**config.mk**
```make
export PLATFORM = sky130hd
export DESIGN_NAME = csync_decoder
export DESIGN_NICKNAME = d
export VERILOG_FILES = /design/src/rtl/zx_video_pkg.sv /design/src/rtl/csync_pulse_meter.sv /design/src/rtl/csync_decoder.sv
export SDC_FILE = /design/constraint.sdc
export NUM_CORES = 1
export LEC_CHECK = 0
export ABC_AREA = 1
export BUFFER_PORTS_ARGS = -buffer_cell sky130_fd_sc_hd__clkbuf_2
export CORE_MARGIN = 5
export CORE_UTILIZATION = 60
export DETAILED_ROUTE_END_ITERATION = 16
export PLACE_DENSITY_LB_ADDON = 0.2
export SETUP_SLACK_MARGIN = 0.5
export SLEW_MARGIN = 30
export SYNTH_ARGS = -nofsm -noshare
export SYNTH_HDL_FRONTEND = slang
export SYNTH_SLANG_ARGS = --single-unit
```
**constraint.sdc**
```tcl
create_clock -name clk14 -period 4.1 [get_ports clk14]
set_input_delay 0.82 -clock clk14 [delete_from_list [all_inputs] [get_ports clk14]]
set_output_delay 0.82 -clock clk14 [all_outputs]
set_load 0.005 [all_outputs]
```
**src/rtl/zx_video_pkg.sv**
```systemverilog
// Shared ZX video timing constants and types for the composite-sync receiver.
package zx_video_pkg;

    localparam int LINE_CLKS   = 896;
    localparam int FRAME_LINES = 320;
    localparam int WIDTH_W     = 10;

    typedef enum logic {
        HUNT   = 1'b0,
        LOCKED = 1'b1
    } lock_state_e;

endpackage

```
**src/rtl/csync_pulse_meter.sv**
```systemverilog
// Synchronises csync/colour, measures sync-low width and classifies pulses
// into registered hsync (with width) and vsync events.
module csync_pulse_meter
    import zx_video_pkg::*;
#(
    parameter int HS_MIN = 32,
    parameter int HS_MAX = 128,
    parameter int VS_MIN = 256
) (
    input  logic               clk_i,
    input  logic               rst_ni,
    input  logic               csync_i,
    input  logic [3:0]         rgbi_i,
    output logic               hs_evt_o,
    output logic [WIDTH_W-1:0] hs_width_o,
    output logic               vs_evt_o,
    output logic [3:0]         rgbi_s_o
);

    localparam logic [WIDTH_W-1:0] HS_LO = WIDTH_W'(HS_MIN);
    localparam logic [WIDTH_W-1:0] HS_HI = WIDTH_W'(HS_MAX);
    localparam logic [WIDTH_W-1:0] VS_TH = WIDTH_W'(VS_MIN);

    logic [1:0]         cs_sync_q;
    logic [3:0]         rgbi_m_q, rgbi_s_q;
    logic               cs_s, cs_d1_q;
    logic               fall, rise, hs_hit, vs_hit;
    logic [WIDTH_W-1:0] width_q, width_d;
    logic               hs_evt_q, vs_evt_q;
    logic [WIDTH_W-1:0] hs_width_q;

    assign cs_s = cs_sync_q[1];

    // Width is the count of low cycles after the falling edge, so a W-cycle
    // pulse reads W-1 on the rising edge.
    always_comb begin
        fall    = cs_d1_q & ~cs_s;
        rise    = ~cs_d1_q & cs_s;
        width_d = width_q;
        if (fall)
            width_d = '0;
        else if (!cs_s && width_q != '1)
            width_d = width_q + 1'b1;
        hs_hit  = rise && (width_q >= HS_LO) && (width_q <= HS_HI);
        vs_hit  = (width_d == VS_TH) && (width_q != VS_TH);
    end

    always_ff @(posedge clk_i) begin
        if (!rst_ni) begin
            cs_sync_q  <= 2'b11;
            cs_d1_q    <= 1'b1;
            rgbi_m_q   <= '0;
            rgbi_s_q   <= '0;
            width_q    <= '0;
            hs_evt_q   <= 1'b0;
            hs_width_q <= '0;
            vs_evt_q   <= 1'b0;
        end else begin
            cs_sync_q  <= {cs_sync_q[0], csync_i};
            cs_d1_q    <= cs_s;
            rgbi_m_q   <= rgbi_i;
            rgbi_s_q   <= rgbi_m_q;
            width_q    <= width_d;
            hs_evt_q   <= hs_hit;
            vs_evt_q   <= vs_hit;
            if (hs_hit)
                hs_width_q <= width_q;
        end
    end

    assign hs_evt_o   = hs_evt_q;
    assign hs_width_o = hs_width_q;
    assign vs_evt_o   = vs_evt_q;
    assign rgbi_s_o   = rgbi_s_q;

endmodule

```
**src/rtl/csync_decoder.sv**
```systemverilog
// ULA composite-sync/RGBI receiver: flywheel line counter aligned to hsync,
// lock tracking, pixel/line coordinates and delay-matched colour.
module csync_decoder #(
    parameter int LINE_CLKS  = zx_video_pkg::LINE_CLKS,
    parameter int HS_MIN     = 32,
    parameter int HS_MAX     = 128,
    parameter int VS_MIN     = 256,
    parameter int TOL        = 4,
    parameter int LOCK_LINES = 8,
    parameter int PIX_PHASE  = 1
) (
    input  logic       clk14,
    input  logic       rst_n,
    input  logic       csync,
    input  logic       r,
    input  logic       g,
    input  logic       b,
    input  logic       i,
    output logic       hsync,
    output logic       vsync,
    output logic [8:0] x,
    output logic [8:0] y,
    output logic       pix_stb,
    output logic [3:0] rgbi,
    output logic       locked
);
    import zx_video_pkg::*;

    localparam int                 CNT_W   = $clog2(LOCK_LINES + 1);
    localparam logic [CNT_W-1:0]   CNT_LAST = CNT_W'(LOCK_LINES - 1);
    localparam logic [9:0]         LC_LAST = 10'(LINE_CLKS - 1);
    localparam logic signed [11:0] LC_S    = 12'(LINE_CLKS);
    localparam logic signed [11:0] HALF_S  = 12'(LINE_CLKS / 2);
    localparam logic signed [11:0] TOL_S   = 12'(TOL);
    localparam logic               PIX_BIT = 1'(PIX_PHASE);

    logic               hs_evt, vs_evt;
    logic [WIDTH_W-1:0] hs_width;
    logic [3:0]         rgbi_s;

    csync_pulse_meter #(
        .HS_MIN (HS_MIN),
        .HS_MAX (HS_MAX),
        .VS_MIN (VS_MIN)
    ) u_meter (
        .clk_i      (clk14),
        .rst_ni     (rst_n),
        .csync_i    (csync),
        .rgbi_i     ({g, r, b, i}),
        .hs_evt_o   (hs_evt),
        .hs_width_o (hs_width),
        .vs_evt_o   (vs_evt),
        .rgbi_s_o   (rgbi_s)
    );

    lock_state_e      state_q, state_d;
    logic [CNT_W-1:0] cnt_q, cnt_d;
    logic [1:0]       miss_q, miss_d;
    logic [9:0]       lc_q, lc_d;
    logic [8:0]       y_q, y_d;
    logic             hsync_q, vsync_q, vsync_d, pix_stb_q;
    logic [3:0]       rgbi_q;
    logic             in_vsync_q, in_vsync_d, hs_seen_q, hs_seen_d;
    logic signed [11:0] diff, err;
    logic             good, wrap, realign, miss_inc;

    // Phase error of the sync against the flywheel, folded into one line.
    always_comb begin
        diff = $signed({2'b00, lc_q}) - $signed({2'b00, hs_width}) - 12'sd1;
        err  = diff;
        if (diff > HALF_S)
            err = diff - LC_S;
        else if (diff <= -HALF_S)
            err = diff + LC_S;
        good = (err <= TOL_S) && (err >= -TOL_S);
    end

    always_comb begin
        wrap       = (lc_q == LC_LAST);
        realign    = hs_evt && ((state_q == HUNT) || good);
        lc_d       = realign ? 10'(hs_width + 10'd2) : (wrap ? 10'd0 : lc_q + 1'b1);
        vsync_d    = vs_evt && !in_vsync_q;
        y_d        = y_q;
        if (vsync_d)
            y_d = '0;
        else if (wrap && y_q != '1)
            y_d = y_q + 1'b1;
        in_vsync_d = hs_evt ? 1'b0 : (vs_evt ? 1'b1 : in_vsync_q);
        hs_seen_d  = hs_evt ? 1'b1 : (wrap ? 1'b0 : hs_seen_q);
        miss_inc   = (hs_evt && !good) ||
                     (wrap && !hs_seen_q && !hs_evt && !in_vsync_q);
    end

    always_ff @(posedge clk14) begin
        if (!rst_n)
            state_q <= HUNT;
        else
            state_q <= state_d;
    end

    always_comb begin
        state_d = state_q;
        cnt_d   = cnt_q;
        miss_d  = miss_q;
        case (state_q)
            HUNT: begin
                if (hs_evt) begin
                    if (!good) begin
                        cnt_d = '0;
                    end else if (cnt_q == CNT_LAST) begin
                        state_d = LOCKED;
                        cnt_d   = '0;
                        miss_d  = '0;
                    end else begin
                        cnt_d = cnt_q + 1'b1;
                    end
                end
            end
            LOCKED: begin
                if (hs_evt && good) begin
                    miss_d = '0;
                end else if (miss_inc) begin
                    if (miss_q == 2'd1) begin
                        state_d = HUNT;
                        cnt_d   = '0;
                        miss_d  = '0;
                    end else begin
                        miss_d = miss_q + 1'b1;
                    end
                end
            end
            default: state_d = HUNT;
        endcase
    end

    always_comb begin
        locked = (state_q == LOCKED);
    end

    always_ff @(posedge clk14) begin
        if (!rst_n) begin
            cnt_q      <= '0;
            miss_q     <= '0;
            lc_q       <= '0;
            y_q        <= '0;
            hsync_q    <= 1'b0;
            vsync_q    <= 1'b0;
            pix_stb_q  <= 1'b0;
            rgbi_q     <= '0;
            in_vsync_q <= 1'b0;
            hs_seen_q  <= 1'b0;
        end else begin
            cnt_q      <= cnt_d;
            miss_q     <= miss_d;
            lc_q       <= lc_d;
            y_q        <= y_d;
            hsync_q    <= wrap;
            vsync_q    <= vsync_d;
            pix_stb_q  <= (lc_d[0] == PIX_BIT);
            rgbi_q     <= rgbi_s;
            in_vsync_q <= in_vsync_d;
            hs_seen_q  <= hs_seen_d;
        end
    end

    assign hsync   = hsync_q;
    assign vsync   = vsync_q;
    assign x       = lc_q[9:1];
    assign y       = y_q;
    assign pix_stb = pix_stb_q;
    assign rgbi    = rgbi_q;

endmodule

```
==> reports/qor.yml <==
drive_gt1_share_pct: 20.9
layout.cells.non_filler: 755
worst_slew_pin_slew_ps: 751
route.detailed.drc: 0
clk_pin_slew_ps: 70
utilization_pct: 71.7
core-area_sq_um: 6790
syn_area_sq_um: 4170
ys_async_sr_fraction_pct: 0
wl_per_cell_microns: 12.9
cts_hold_buf: 0
synth_edf_count: 0
die_h_microns: 93.4
synth.avg_cell_area_sq_um: 6.87
end_kind: "register"
nFillCells: 555
drt_iter0_drc: 228
hold_path.class: "register to register"
cp-start-kind: "register"
critical-path-top-delay-family: "simple AND/OR/NAND/NOR gates"
cp.arrival_ps: 3670
grt_pass1_wl_microns: 15900
min_period_over_period_pct: 84.9
worstHoldPathCells: 2
routabilityCongestion: 0.890
power_density_nw_per_um2: 360
initial_core_util_pct: 61.4
max_slew_margin_pct: 49.9
place_inst: 729
synth_warnings: 0
cts_max_path_buffers: 2
numCtsBuffers: 9
layout.cells.most_common: "nand2_1"
grt_overflow_total: 0
hold_end: "u_meter.rgbi_s_o[1]"
crit_buf_inv: 4
cts_tree: "built"
syn2layout_area_growth_pct: 16.7
clkLatencyLatePin_ps: 330
finalHoldViolations: 0
viasPerCell: 5.39
ys_ff_latch: 67
fin_setup_tns_ps: 0
cp_data_required_time_ps: 4290
dp_hpwl_microns: 7180
antenna_found_initial: 0
r2r_cells: 26
r2r-end: "lc_q[0]"
drtPass1Iterations: 5
ios: 33
cp_max_fo: 5
drv_slew: 0
cts_max_level: 3
synth.net_count: 635
worstHoldStart: "u_meter.rgbi_m_q[1]"
status: "completed"
rows: 30
ant_nets: 0
skew_ps: 5.30
total_power_w: 0.00175
p_leak_nw: 2.43
ff2ff_setup_slack_ps: 620
synth_area_leader_cell: "dfxtp_1"
setup_violations: 0
period_minus_slack_ps: 3480
ys.flop_type: "dfxtp_1"
grt_start_max_net_pins: 30
ir_drop_mv: 0.390
cpMostUsedCell: "nand2_1"
preCtsSetupSlack_ps: 550
grt_pass1_vias: 3716
rsz0062_at_grt: "false"
via_count: 4066
r2r-start: "lc_q[0]"
slowest_delay_ps: 410
clock-root-buffer: "clkbuf_8"
final_cell_mix: "130 x nand2_1, 83 x inv_1, 65 x dfxtp_1"
synth_cell_types: 39
syn_inst: 608
slowest_stage: "fa_2"
diodes: 0
synth_area_leaders: "dfxtp_1 32%, nand2_1 12%, inv_1 7.6%, nand3_1 6.5%, ha_1 5.7%"
gr-usage-all-layers_pct: 22.3
routed_wl_microns: 9760
maxCapViolCount: 0
dieArea_sq_um: 8720
dieWidth_microns: 93.4
yosysSeqAreaShare_pct: 32.1
yosysTopAreaCellShare_pct: 32.1
cts_sinks: 67
final_nets: 681
setup_ws_ps: 620
path_class: "register to register"
fmax_mhz: 287
io_buffers: 32
==> final cells by class <==
type                    instances  area (sq um)  share of cell area [%]
inverters                      93           354                    7.27
clock buffers                  11           151                    3.11
well taps                      96           120                    2.47
clock inverters                 5          83.8                    1.72
flip-flops and latches         67          1340                    27.6
repair buffers                 40           220                    4.52
multi-input cells             443          2600                    53.3
==> power by group <==
part / internal, W / switching, W
Combinational: 0.000168 / 0.000294
Clock: 0.000378 / 0.000247
Sequential: 0.000660 / 0.00000720
==> what timing repair did <==
item / CTS / global route
setup endpoints to repair: 0 / 17
gates resized for setup: 0 / 32
endpoints found under the hold margin: 0 / 0
setup buffers: 0 / 8
==> logic make-up (layout without fill, tap and decap cells) <==
family | count (synthesis) | after routing | share of synthesized area [%]
simple gates | 344 | 346 | 40.2
buf+inv | 100 | 149 | 9.38
flops | 67 | 67 | 32.1
compound gates | 53 | 53 | 7.10
xor+xnor | 24 | 24 | 5.04
fa+ha+maj | 20 | 20 | 6.18
==> registers in the layout, indices dropped and copies added (netlist names), 2 cells and up <==
signal and cells:
u_meter.cs_sync_q 2, u_meter.rgbi_m_q 4, lc_q 10, u_meter.rgbi_s_o 4, miss_q 2, cnt_q 4
u_meter.hs_width_o 10, u_meter.width_q 10, y 9, rgbi 4
==> layer usage <==
metal	wire length [microns]	part of all wire (%)	vias to the layer above	GRT usage, %
li1	-	-	2052	-
met1	4210	43	1870	25.7
met2	4940	51	115	40.4
met3	354	3.6	29	4.34
met4	265	2.7	0	8.42
met5	0	0	-	0
==> tightest hold or removal path, cell delays in order, from the launching register on <==
cell     delay, ps
dfxtp_1        310
nand2_1         40
inv_1           40
==> through the flow <==
stage               instance area (sq um)  hold slack [ps]
floorplan                            4170              390
global placement                     4420              392
detailed placement                   4420              403
CTS                                  4650              417
global route                         4870              435
finish                               4870              411
==> synthesized netlist by cell type, types with 2 or more instances <==
cell      number
nor3b_1        2
nand4_1       19
nor3_1        19
nor4_1         4
o21ai_1        2
inv_1         84
a21oi_1       31
xor2_1        23
o21ai_0       12
nor2_4         2
nand2_1      135
dfxtp_1       67
ha_1          19
nand3_1       54
nand2_4        5
nor2_1        59
nand3_2       10
a21oi_2        2
nor2_2         6
inv_2          7
clkbuf_1       5
nand2_2       20
and3_1         2
or2_2          4
==> worst max path at each step <==
stage | startpoint | to | slack (ps) | cells after the start
floorplan | lc_q[0] | lc_q[2] | 920 | 26
finish | lc_q[0] | lc_q[0] | 620 | 26
CTS | lc_q[0] | lc_q[4] | 520 | 25
detailed placement | lc_q[0] | lc_q[0] | 550 | 26
global route | lc_q[0] | lc_q[0] | 410 | 26
global placement | lc_q[0] | lc_q[1] | 740 | 26
Note: power is estimated with default switching activity, not from simulation.
